<file path="src/rtl/aidc_lite_pkg.sv">
// aidc_lite_pkg: register offsets, LEN granularity and control FSM states shared by the AIDC Lite config block.
package aidc_lite_pkg;
  localparam int OFF_VERSION     = 'h000;
  localparam int OFF_SRC_ADDR    = 'h100;
  localparam int OFF_DST_ADDR    = 'h104;
  localparam int OFF_LEN         = 'h108;
  localparam int OFF_CMD         = 'h10C;
  localparam int OFF_STATUS      = 'h110;
  localparam int OFF_IRQ_EN      = 'h114;
  localparam int OFF_IRQ_STATUS  = 'h118;
  localparam int OFF_PERF_CYCLES = 'h11C;
  localparam int LEN_LSB = 7;
  typedef enum logic {S_CFG_IDLE, S_CFG_BUSY} cfg_state_e;
endpackage

</file>
<file path="src/rtl/aidc_lite_cfg.sv">
// aidc_lite_cfg: APB3 register block for the AIDC Lite engine (addresses, length, start, done tracking, irq).
// Define AIDC_LITE_CFG_PERF_CNT_EN to add the PERF_CYCLES busy-cycle counter at 0x11C.
module aidc_lite_cfg
  import aidc_lite_pkg::*;
#(
  parameter logic [31:0] VERSION = 32'h0001_0000,
  parameter int          ADDR_W  = 12
) (
  input  logic              clk,
  input  logic              rst_n,
  input  logic              psel_i,
  input  logic              penable_i,
  input  logic [ADDR_W-1:0] paddr_i,
  input  logic              pwrite_i,
  input  logic [31:0]       pwdata_i,
  output logic [31:0]       prdata_o,
  output logic              pready_o,
  output logic              pslverr_o,
  output logic [31:0]       src_addr_o,
  output logic [31:0]       dst_addr_o,
  output logic [24:0]       len_o,
  output logic              start_o,
  input  logic              done_i,
  output logic              irq_o
);
  cfg_state_e state_q;
  logic [31:0] src_q, dst_q;
  logic [31:LEN_LSB] len_q;
  logic start_q, sts_done_q, done_i_q, irq_en_q, irq_st_q;
`ifdef AIDC_LITE_CFG_PERF_CNT_EN
  logic [31:0] perf_q;
`endif
  logic acc, busy, hit_src, hit_dst, hit_len, hit_cmd, hit_ien, hit_ist;
  logic mapped, ro, err, wr_ok, done_rise;
  logic [31:0] rdata;
  assign acc       = psel_i & penable_i;
  assign busy      = state_q == S_CFG_BUSY;
  assign hit_src   = paddr_i == ADDR_W'(OFF_SRC_ADDR);
  assign hit_dst   = paddr_i == ADDR_W'(OFF_DST_ADDR);
  assign hit_len   = paddr_i == ADDR_W'(OFF_LEN);
  assign hit_cmd   = paddr_i == ADDR_W'(OFF_CMD);
  assign hit_ien   = paddr_i == ADDR_W'(OFF_IRQ_EN);
  assign hit_ist   = paddr_i == ADDR_W'(OFF_IRQ_STATUS);
  assign done_rise = done_i & ~done_i_q;
  always_comb begin
    rdata  = '0;
    mapped = 1'b1;
    ro     = 1'b0;
    case (paddr_i)
      ADDR_W'(OFF_VERSION):    begin rdata = VERSION; ro = 1'b1; end
      ADDR_W'(OFF_SRC_ADDR):   rdata = src_q;
      ADDR_W'(OFF_DST_ADDR):   rdata = dst_q;
      ADDR_W'(OFF_LEN):        rdata = {len_q, {LEN_LSB{1'b0}}};
      ADDR_W'(OFF_CMD):        rdata = '0;
      ADDR_W'(OFF_STATUS):     begin rdata = {30'b0, sts_done_q, busy}; ro = 1'b1; end
      ADDR_W'(OFF_IRQ_EN):     rdata = {31'b0, irq_en_q};
      ADDR_W'(OFF_IRQ_STATUS): rdata = {31'b0, irq_st_q};
`ifdef AIDC_LITE_CFG_PERF_CNT_EN
      ADDR_W'(OFF_PERF_CYCLES): begin rdata = perf_q; ro = 1'b1; end
`endif
      default:                 mapped = 1'b0;
    endcase
  end
  // Engine-facing config is frozen while busy; a start with zero length is rejected.
  assign err = acc & (~mapped | (pwrite_i & (ro | (busy & (hit_src | hit_dst | hit_len | hit_cmd))
                                             | (hit_cmd & pwdata_i[0] & ~|len_q))));
  assign wr_ok      = acc & pwrite_i & ~err;
  assign prdata_o   = (acc & ~err) ? rdata : '0;
  assign pslverr_o  = err;
  assign pready_o   = 1'b1;
  assign src_addr_o = src_q;
  assign dst_addr_o = dst_q;
  assign len_o      = len_q;
  assign start_o    = start_q;
  assign irq_o      = irq_st_q & irq_en_q;
  always_ff @(posedge clk) begin
    if (!rst_n) begin
      state_q    <= S_CFG_IDLE;
      src_q      <= '0;
      dst_q      <= '0;
      len_q      <= '0;
      start_q    <= 1'b0;
      sts_done_q <= 1'b0;
      done_i_q   <= 1'b0;
      irq_en_q   <= 1'b0;
      irq_st_q   <= 1'b0;
`ifdef AIDC_LITE_CFG_PERF_CNT_EN
      perf_q     <= '0;
`endif
    end else begin
      done_i_q <= done_i;
      start_q  <= 1'b0;
      if (wr_ok & hit_src) src_q <= pwdata_i;
      if (wr_ok & hit_dst) dst_q <= pwdata_i;
      if (wr_ok & hit_len) len_q <= pwdata_i[31:LEN_LSB];
      if (wr_ok & hit_ien) irq_en_q <= pwdata_i[0];
      if (wr_ok & hit_ist & pwdata_i[0]) irq_st_q <= 1'b0;
      case (state_q)
        S_CFG_IDLE: if (wr_ok & hit_cmd & pwdata_i[0]) begin
          start_q    <= 1'b1;
          sts_done_q <= 1'b0;
          state_q    <= S_CFG_BUSY;
`ifdef AIDC_LITE_CFG_PERF_CNT_EN
          perf_q     <= '0;
`endif
        end
        S_CFG_BUSY: begin
`ifdef AIDC_LITE_CFG_PERF_CNT_EN
          perf_q <= perf_q + {31'b0, ~&perf_q};
`endif
          // Placed after the W1C so a coincident completion keeps the flag set.
          if (done_rise) begin
            sts_done_q <= 1'b1;
            irq_st_q   <= 1'b1;
            state_q    <= S_CFG_IDLE;
          end
        end
        default: state_q <= S_CFG_IDLE;
      endcase
    end
  end
endmodule

</file>
<file path="config.mk">
export PLATFORM = sky130hd
export DESIGN_NAME = aidc_lite_cfg
export DESIGN_NICKNAME = d
export VERILOG_FILES = /design/src/rtl/aidc_lite_pkg.sv /design/src/rtl/aidc_lite_cfg.sv
export SDC_FILE = /design/constraint.sdc
export NUM_CORES = 1
export LEC_CHECK = 0
export CAP_MARGIN = 20
export CORE_ASPECT_RATIO = 1.4
export CORE_MARGIN = 3
export CORE_UTILIZATION = 45
export CTS_CLUSTER_SIZE = 30
export DETAILED_ROUTE_END_ITERATION = 8
export GPL_ROUTABILITY_DRIVEN = 0
export GPL_TIMING_DRIVEN = 0
export PLACE_DENSITY = 0.82
export RECOVER_POWER = 25
export SYNTH_ARGS = -nofsm -noshare
export SYNTH_HDL_FRONTEND = slang
export SYNTH_SLANG_ARGS = --single-unit
</file>
<file path="constraint.sdc">
create_clock -name clk -period 5.6 [get_ports clk]
set_clock_uncertainty 0.1 [all_clocks]
set_input_delay 1.12 -clock clk [delete_from_list [all_inputs] [get_ports clk]]
set_output_delay 1.12 -clock clk [all_outputs]
set_load 0.1 [all_outputs]
</file>
==> results by group <==
Status
  • Outcome: finished, final reports clean

Clocking
  • Htree depth: 3
  • Insertion delay to the later sink of the worst-skew pair: 0.34 ns
  • CTS Hold Buffers Added: 0
  • CTS tree: yes
  • Clock Path Buffers: 2
  • Postcts setup bufs: 0
  • Sink Count: 95
  • Root Driver: clkbuf_16
  • Number of buffers created by CTS: 9
  • Clock slew at reported path FFs: 0.07 ns

STA
  • Final Setup Violations: 0
  • Period minus WS final: 5.43 ns
  • Relative slew slack: 30.8%
  • Max frequency: 184 MHz
  • Final slew viol count: 0
  • Worst setup margin: 0.166 ns
  • Worst-margin pin slew: 1.04 ns
  • RSZ-0062 raised after global routing: false
  • Final Hold Viols: 0
  • Final Cycle Share: 97.0%

Global route
  • First-pass GRT wire length: 25000 µm
  • GR Util All Layers: 27.3%
  • Largest net degree at the start of global routing: 18
  • Gr ovfl total: 0
  • Initial antenna violation count: 0
  • Vias in the first global route: 4858

Synth
  • Dominant cell type by area after synthesis: dfxtp_1
  • Syn_nets: 556
  • Most frequent cell after synthesis: nand2_1
  • Post-synth top area share: 41.6%
  • Syn Area/Cell: 9.04 µm²
  • Top cells by count, synth: nand2_1, dfxtp_1, mux2i_1
  • EDFF count, synth: 0
  • FF+latch count, synth: 95
  • Synth cell types: 45
  • Seq/Total Area, Yosys: 41.6%
  • Synth area leaders: dfxtp_1, mux2i_1, nand2_1
  • Async set-or-reset flop fraction in the synthesized netlist: 0%
  • Synth warnings: 0
  • Syn Inst Count: 506
  • Most used DFF post-synth: dfxtp_1
  • Post-Syn Area: 4570 µm²

Floorplan
  • Site Rows: 42
  • Initial Utilization: 47.3%
  • Die area: 11400 µm²
  • IO Count: 175
  • Die Wd: 91.2 µm
  • Die Ht: 125 µm
  • Core Area: 9670 µm²

Routing
  • WL per Instance: 19.0 µm
  • Via/cell ratio: 5.53
  • Drt total wl: 15700 µm
  • Via count: 4558
  • DRC: 0
  • 1st-iter DRT viols: 245
  • Post-route ant nets: 0
  • Drt pass-1 iters: 5

Placement
  • DP Area: 6440 µm²
  • DP Worst Slack: -0.528 ns
  • IO buf count: 170
  • DP HPWL: 11700 µm
  • Cell count after placement: 808

Critical path
  • Worst EP required: 4.38 ns
  • Worst R2R Path Depth: 6
  • Crit path kind: in -> out
  • R2R Setup Slk: 3.25 ns
  • Reg-to-Reg End: len_o[20]
  • WP data arrival: 4.21 ns
  • Worst-path maximum fanout: 10
  • Crit. End Element: primary output
  • R2R Path Start: busy
  • Worst setup SP type: input port

Power and ir drop
  • VDD IR max: 0.171 mV
  • Static Leak: 2.96 nW
  • Power per Cell Area: 202 nW/µm²
  • Tot Pwr: 1.36 mW

Worst hold path
  • Min-delay src: src_addr_o[5]
  • Worst hold stages: 2
  • Hold Crit Endpoint: src_addr_o[5]
  • HP Class: reg -> reg

Cells and area
  • Area growth from synthesis to layout: 47.5%
  • Fillers: 790
  • Final-stage net count: 737
  • Antenna Cells: 0
  • Proportion of layout cells with a drive suffix above 1: 12.1%
  • Post-route insts no fill: 824
  • Design Area, Final: 6750 µm²

Job
  • Max_cap viols: 0
registers in the layout, summed over array words and instances, names as in the netlist:
name and cells:
sts_done_q 1, busy 1, done_i_q 1, start_o 1, irq_st_q 1, dst_addr_o 32, irq_en_q 1, src_addr_o 32
len_o 25
critical path: stages:
cell and delay, ns:
clkdlybuf4s50_1 0.39, or4_1 0.53, buf_2 0.20, nor4b_4 0.50
buf_2 0.36, nand2_1 0.08, a21oi_1 0.15, dlygate4sd2_1 0.87
metal layers:
metal,vias to the layer above,routed length [µm],track usage (%)
li1,2125,-,-
met1,2199,5930,30.0
met2,191,8220,48.8
met3,43,1050,6.01
met4,0,479,13.6
met5,-,0,0
cells by family (layout without fill, tap and decap cells):
kind of cell | after synthesis | count (layout) | share of synthesized area (%)
DFF | 95 | 95 | 41.6
other | 1 | 1 | 0.0820
AOI/OAI and AO/OA | 42 | 42 | 6.98
and+or+nand+nor | 201 | 201 | 19.7
muxes | 121 | 121 | 27.2
buffers and inverters | 46 | 232 | 4.49
power by group:
group | switching (mW) | internal (mW)
Clock | 0.274 | 0.309
Combinational | 0.0573 | 0.0448
Sequential | 0.000107 | 0.675
cell type report:
class / count / area (µm²) / area share [%]
Tap cell: 132 / 165 / 2.45
Inverter: 6 / 22.5 / 0.334
Clock inverter: 6 / 50.0 / 0.742
Sequential cell: 95 / 1900 / 28.2
Buffer: 40 / 181 / 2.69
Multi-Input combinational cell: 365 / 2480 / 36.7
Clock buffer: 10 / 229 / 3.39
Timing Repair Buffer: 170 / 1720 / 25.5
how the worst max path moves through the flow:
stage | start | endpoint | slack, ns | cells after the start
after floorplan | paddr_i[11] | prdata_o[0] | 0.02 | 5
after global placement | paddr_i[11] | prdata_o[18] | -0.50 | 8
after detailed placement | paddr_i[11] | prdata_o[18] | -0.53 | 8
after CTS | paddr_i[4] | prdata_o[30] | 0.02 | 8
after global routing | paddr_i[5] | prdata_o[1] | 0.006 | 8
final | paddr_i[5] | prdata_o[1] | 0.17 | 8
cell usage in the layout (no fill, tap or decap), types with 10 or more instances in the layout:
cell	count
a22oi_1	24
clkdlybuf4s50_1	101
clkbuf_1	26
buf_2	10
mux2i_1	95
nor2_1	36
dfxtp_1	95
dlygate4sd3_1	41
mux2_2	26
clkdlybuf4s15_2	21
nand2_1	127
stage by stage:
step / setup TNS, ns / util (%) / hold WS [ns]
2_1_floorplan: 0 / - / 0.352
3_3_place_gp: -9.16 / 66.6 / 0.359
3_5_place_dp: -9.58 / 66.6 / 0.369
4_1_cts: 0 / 69.7 / 0.378
5_1_grt: 0 / 69.8 / 0.396
6_report: 0 / 69.8 / 0.376
timing repair:
action / in CTS / in global routing
endpoints found under the hold margin: 0 / 0
gates resized for setup: 70 / 4
setup endpoints to repair: 27 / 10
Power figures use the tool's default switching activity.
